**src/rtl/cdc_handshake_tx.sv**
```systemverilog
`default_nettype none
// ============================================================================
// Module   : cdc_handshake_tx
// Purpose  : Source end of a four-phase req/ack handshake that carries a
//            WIDTH-bit word from the sysclk domain to a foreign clock domain.
//            Accepts a word from local logic, holds it stable on data_out,
//            drives req_out from a flop, synchronizes the returning ack and
//            reports normal completion (done) or REQ-phase timeout
//            (timeout_err).
// Ports    : sysclk      - clock, all logic on rising edge
//            reset_n     - asynchronous active-low reset
//            tx_valid    - local request to send tx_data
//            tx_data     - word to send, sampled only on accept
//            tx_ready    - block is idle and accepts tx_valid
//            req_out     - handshake request to the remote domain (flop)
//            data_out    - registered word presented to the remote domain
//            ack_async   - acknowledge from the remote domain (asynchronous)
//            done        - one-cycle pulse on normal completion
//            timeout_err - one-cycle pulse when the REQ phase times out
// Revision : 1.0 - initial release
// ============================================================================
module cdc_handshake_tx #(
  parameter int WIDTH       = 8,
  parameter int SYNC_STAGES = 2,
  parameter int TIMEOUT     = 0
) (
  input  logic             sysclk,
  input  logic             reset_n,
  input  logic             tx_valid,
  input  logic [WIDTH-1:0] tx_data,
  output logic             tx_ready,
  output logic             req_out,
  output logic [WIDTH-1:0] data_out,
  input  logic             ack_async,
  output logic             done,
  output logic             timeout_err
);

  // A single-stage synchronizer gives no metastability protection.
  generate
    if (SYNC_STAGES < 2) begin : g_bad_sync_stages
      $error("cdc_handshake_tx: SYNC_STAGES must be at least 2");
    end
  endgenerate

  // Counter is at least one bit wide so TIMEOUT=0 still elaborates cleanly.
  localparam int                CNT_W      = (TIMEOUT > 0) ? $clog2(TIMEOUT + 1) : 1;
  localparam logic [CNT_W-1:0]  C_CNT_LAST = (TIMEOUT > 0) ? CNT_W'(TIMEOUT - 1) : '0;
  localparam logic [CNT_W-1:0]  C_CNT_MAX  = '1;

  typedef enum logic [1:0] {
    ST_IDLE    = 2'd0,
    ST_REQ     = 2'd1,
    ST_RELEASE = 2'd2
  } state_t;

  state_t                 r_state;
  state_t                 w_state_nxt;
  logic [SYNC_STAGES-1:0] r_ack_sync;
  logic                   w_ack_sync;
  logic                   r_req;
  logic                   w_req_nxt;
  logic [WIDTH-1:0]       r_data;
  logic [WIDTH-1:0]       w_data_nxt;
  logic [CNT_W-1:0]       r_cnt;
  logic [CNT_W-1:0]       w_cnt_nxt;
  logic                   r_timed_out;
  logic                   w_timed_out_nxt;
  logic                   r_done;
  logic                   w_done_nxt;
  logic                   r_timeout_err;
  logic                   w_timeout_err_nxt;
  logic                   w_to_hit;

  // --------------------------------------------------------------------------
  // ack synchronizer: shift ack_async in at bit 0, use the last stage only.
  // --------------------------------------------------------------------------
  always_ff @(posedge sysclk or negedge reset_n) begin
    if (!reset_n) begin
      r_ack_sync <= '0;
    end else begin
      r_ack_sync <= {r_ack_sync[SYNC_STAGES-2:0], ack_async};
    end
  end

  assign w_ack_sync = r_ack_sync[SYNC_STAGES-1];

  // Timeout fires on the edge where the counter has reached TIMEOUT-1, which
  // makes req_out fall exactly TIMEOUT cycles after accept.
  assign w_to_hit = (TIMEOUT > 0) && (r_cnt == C_CNT_LAST);

  // --------------------------------------------------------------------------
  // State and output registers
  // --------------------------------------------------------------------------
  always_ff @(posedge sysclk or negedge reset_n) begin
    if (!reset_n) begin
      r_state       <= ST_IDLE;
      r_req         <= 1'b0;
      r_data        <= '0;
      r_cnt         <= '0;
      r_timed_out   <= 1'b0;
      r_done        <= 1'b0;
      r_timeout_err <= 1'b0;
    end else begin
      r_state       <= w_state_nxt;
      r_req         <= w_req_nxt;
      r_data        <= w_data_nxt;
      r_cnt         <= w_cnt_nxt;
      r_timed_out   <= w_timed_out_nxt;
      r_done        <= w_done_nxt;
      r_timeout_err <= w_timeout_err_nxt;
    end
  end

  // --------------------------------------------------------------------------
  // Next-state and next-output logic
  // --------------------------------------------------------------------------
  always_comb begin
    w_state_nxt       = r_state;
    w_req_nxt         = r_req;
    w_data_nxt        = r_data;
    w_cnt_nxt         = r_cnt;
    w_timed_out_nxt   = r_timed_out;
    w_done_nxt        = 1'b0;
    w_timeout_err_nxt = 1'b0;

    case (r_state)
      ST_IDLE: begin
        // tx_ready is implied by being in IDLE.
        if (tx_valid) begin
          w_state_nxt     = ST_REQ;
          w_req_nxt       = 1'b1;
          w_data_nxt      = tx_data;
          w_cnt_nxt       = '0;
          w_timed_out_nxt = 1'b0;
        end
      end

      ST_REQ: begin
        // ack is checked first so a coincident ack beats the timeout.
        if (w_ack_sync) begin
          w_state_nxt = ST_RELEASE;
          w_req_nxt   = 1'b0;
        end else if (w_to_hit) begin
          w_state_nxt       = ST_RELEASE;
          w_req_nxt         = 1'b0;
          w_timeout_err_nxt = 1'b1;
          w_timed_out_nxt   = 1'b1;
        end else if (r_cnt != C_CNT_MAX) begin
          w_cnt_nxt = r_cnt + CNT_W'(1);
        end
      end

      ST_RELEASE: begin
        // Waiting for ack low here also absorbs a late ack after a timeout.
        if (!w_ack_sync) begin
          w_state_nxt = ST_IDLE;
          w_done_nxt  = !r_timed_out;
        end
      end

      default: begin
        w_state_nxt = ST_IDLE;
        w_req_nxt   = 1'b0;
      end
    endcase
  end

  assign tx_ready    = (r_state == ST_IDLE);
  assign req_out     = r_req;
  assign data_out    = r_data;
  assign done        = r_done;
  assign timeout_err = r_timeout_err;

endmodule
`default_nettype wire

```
**config.mk**
```make
export PLATFORM = sky130hd
export DESIGN_NAME = cdc_handshake_tx
export DESIGN_NICKNAME = d
export VERILOG_FILES = /design/src/rtl/cdc_handshake_tx.sv
export SDC_FILE = /design/constraint.sdc
export NUM_CORES = 1
export LEC_CHECK = 0
export BUFFER_PORTS_ARGS = -buffer_cell sky130_fd_sc_hd__buf_4
export CORE_AREA = 3 3 40 42
export DETAILED_ROUTE_END_ITERATION = 16
export DIE_AREA = 0 0 43 45
export PLACE_DENSITY_LB_ADDON = 0.3
export SETUP_SLACK_MARGIN = 0.3
export SYNTH_ARGS = -nofsm -noshare
export SYNTH_HDL_FRONTEND = slang
export SYNTH_SLANG_ARGS = --single-unit
export TNS_END_PERCENT = 10
```
**constraint.sdc**
```tcl
create_clock -name sysclk -period 1.6 [get_ports sysclk]
set_input_delay 0.16 -clock sysclk [delete_from_list [all_inputs] [get_ports sysclk]]
set_output_delay 0.16 -clock sysclk [all_outputs]
set_load 0.01 [all_outputs]
```
==> metrics.md <==
| Metric | Value |
|---|---|
| Status | finished clean |
| CP Launch Type | register |
| Clock Skew | 3.94 ps |
| CP Class | reg -> reg |
| TNS Setup | 0 ps |
| Clock power frac | 13.0% |
| Synth unique cells | 15 |
| I/O Buffers | 22 |
| Clk sink count | 14 |
| Routed wire length | 973 um |
| Sequential share of power | 42.5% |
| Longest Clk Path Bufs | 2 |
| # IOs | 24 |
| CP Max Fanout | 8 |
| Max-Cap Viols | 0 |
| Final setup margin | 371 ps |
| Antenna violations before repair | 0 |
| Syn Inst Count | 37 |
| Final setup violation count | 0 |
| Data required time of the critical path | 1760 ps |
| Reg2reg path depth | 3 |
| Synthesis Warnings | 0 |
| RSZ-0062 raised after global routing | false |
| Pre-CTS setup slack | 357 ps |
| Wirelength per Cell | 12.6 um |
| Post-route insts no fill | 77 |
| Post-synthesis xor/xnor area fraction | 1.56% |
| Die area | 1940 sq um |
| Period utilisation layout | 76.8% |
| Share of total power in combinational logic | 44.5% |
| Post-Syn Nets | 49 |
| First-iteration detailed-routing DRC count | 0 |
| Arr. time, crit path | 1390 ps |
| Post-synthesis mux area share | 23.2% |
| Placed cell count | 72 |
| Via density | 4.62 |
| Crit path capture type | register |
| Worst min path class | in -> reg |
| H-tree depth | 1 |
| Fraction of layout instances using a drive strength above 1 | 58.1% |
| Int Pwr | 1.01 mW |
| Synth-to-layout area growth | 37.2% |
| Total track usage | 11.1% |
| Vias in the first global route | 353 |
| Design area | 771 sq um |
| Post-Synth Simple-Gate Area | 5.79% |
| Remaining Overflow, GRT | 0 |
| First-pass GRT wire length | 1520 um |
| Initial Util | 43.7% |
| Placeable Area | 1280 sq um |
| Final hold vios | 0 |
| Total CTS buffers | 3 |
| Antenna Nets Post-Route | 0 |
| Final Max Slew Viols | 0 |
| Die width | 43 um |
| First-pass iteration count of the detailed router | 1 |
| Placement Cell Area | 727 sq um |
| DR vias | 356 |
| CTS tree | built |
| # diodes | 0 |
| Cell Rows | 13 |
| Worst VDD drop | 995 uV |
| Root Buffer | clkbuf_4 |
| Fmax | 814 MHz |
| Synth Area in Compound Gates | 1.78% |
| Largest family of logic cells by synthesized area | multiplexers |
| FF+latch count, synth | 14 |
| Clock Latency Late Sink | 270 ps |
| Residual DRC | 0 |
| Largest net degree at the start of global routing | 15 |
| Leakage | 0.388 nW |
| Die H | 45 um |
| # nets final | 76 |
| WHS Path Cells | 2 |
| Min Tclk post-route | 1230 ps |
| Switch Pwr | 0.452 mW |
| DP HPWL | 761 um |
| RD Place Congestion | 0.600 |
| Seq/Total Area, Yosys | 62.4% |
| Avg Inst Size Synth | 15.2 sq um |
| Net Sw Frac | 31.0% |
| CTS clk-pin slew, worst paths | 80 ps |
| Pwr dens | 1890 nW/um^2 |
| Post-Synth Adder-Cell Area | 0% |
| Post-Syn Area | 562 sq um |
layout make-up:
cell class | instances | area, sq um
Multi-Input combinational cell | 19 | 185
Tap cell | 15 | 18.8
Clock buffer | 3 | 22.5
Fill cell | 111 | 514
Sequential cell | 14 | 352
Inverter | 2 | 7.51
Timing Repair Buffer | 24 | 185
cells in the final DEF (no fill, tap or decap):
cell / n
dfrtp_1: 13
a21oi_1: 1
buf_4: 22
and2_4: 1
nand3_1: 1
dfrtp_2: 1
conb_1: 1
o21ai_0: 1
inv_1: 2
dlygate4sd3_1: 2
xnor2_1: 1
mux2i_1: 1
mux2_4: 8
nor2_1: 2
clkbuf_4: 3
nor2_2: 1
nor3_1: 1
cell families after synthesis:
group,count (synthesis)
mux,9
compound gates,2
other cells,1
xor+xnor,1
buf+inv,4
flops,14
simple gates,6
flip-flops by register name, summed over array words and instances, names as in the netlist:
register / flops
data_out: 8
done: 1
r_ack_sync: 2
r_state: 2
req_out: 1
routing by layer:
layer  global-route usage, %  up-vias  wire length (um)
met5                       0        -                 0
met4                    5.42        0                 0
met3                    3.59        0                72
met2                    17.1       15               475
met1                    14.4      170               424
li1                        -      171                 -
power groups by stage:
stage          logic [mW]  clock network [mW]  registers [mW]
2_1_floorplan       0.343                   0           0.663
3_5_place_dp        0.658                   0           0.621
3_3_place_gp        0.647                   0           0.617
6_report            0.649               0.190           0.620
4_1_cts             0.658               0.196           0.619
5_1_grt             0.694               0.216           0.640
worst max-delay path, stage by stage, from the launching register on:
cell     delay [ps]
dfrtp_1         430
nor2_2          140
and2_4          240
mux2_4          310
Yosys cell counts:
| cell | count | area share, % |
|---|---|---|
| conb_1 | 1 | 0.67 |
| o21ai_0 | 1 | 0.89 |
| dfrtp_1 | 14 | 62 |
| mux2i_1 | 1 | 1.8 |
| mux2_4 | 8 | 21 |
| buf_4 | 1 | 1.3 |
| inv_1 | 2 | 1.3 |
| and2_4 | 1 | 1.6 |
| a21oi_1 | 1 | 0.89 |
| nor2_1 | 2 | 1.3 |
| buf_6 | 1 | 2.0 |
| nand3_1 | 1 | 0.89 |
| nor3_1 | 1 | 0.89 |
| nor2_2 | 1 | 1.1 |
| xnor2_1 | 1 | 1.6 |
repair_timing:
action | CTS | global route
setup buffers | 0 | 0
resized for setup | 0 | 1
endpoints found under the hold margin | 15 | 0
setup endpoints to repair | 0 | 2
hold buffers | 2 | 0
stage by stage:
| stage | hold WS, ps | power (mW) | util (%) |
|---|---|---|---|
| after floorplan | -136 | 1.01 | - |
| after global placement | 16.0 | 1.26 | 56.6 |
| after detailed placement | 18.4 | 1.28 | 56.6 |
| after CTS | 108 | 1.47 | 59.9 |
| after global routing | 100 | 1.55 | 60.0 |
| final | 115 | 1.46 | 60.0 |
worst paths after layout:
| path | end | startpoint | slack (ps) |
|---|---|---|---|
| hold reg to reg | r_ack_sync[1] | r_ack_sync[0] | 360 |
| min in group asynchronous | data_out[2] | reset_n | 270 |
| setup reg to reg | data_out[5] | r_state[1] | 370 |
| hold / removal | data_out[7] | tx_data[7] | 120 |
| max in group asynchronous | r_state[0] | reset_n | 1150 |
| setup / recovery | data_out[5] | r_state[1] | 370 |
No activity file was read; power rests on OpenSTA's default activity.
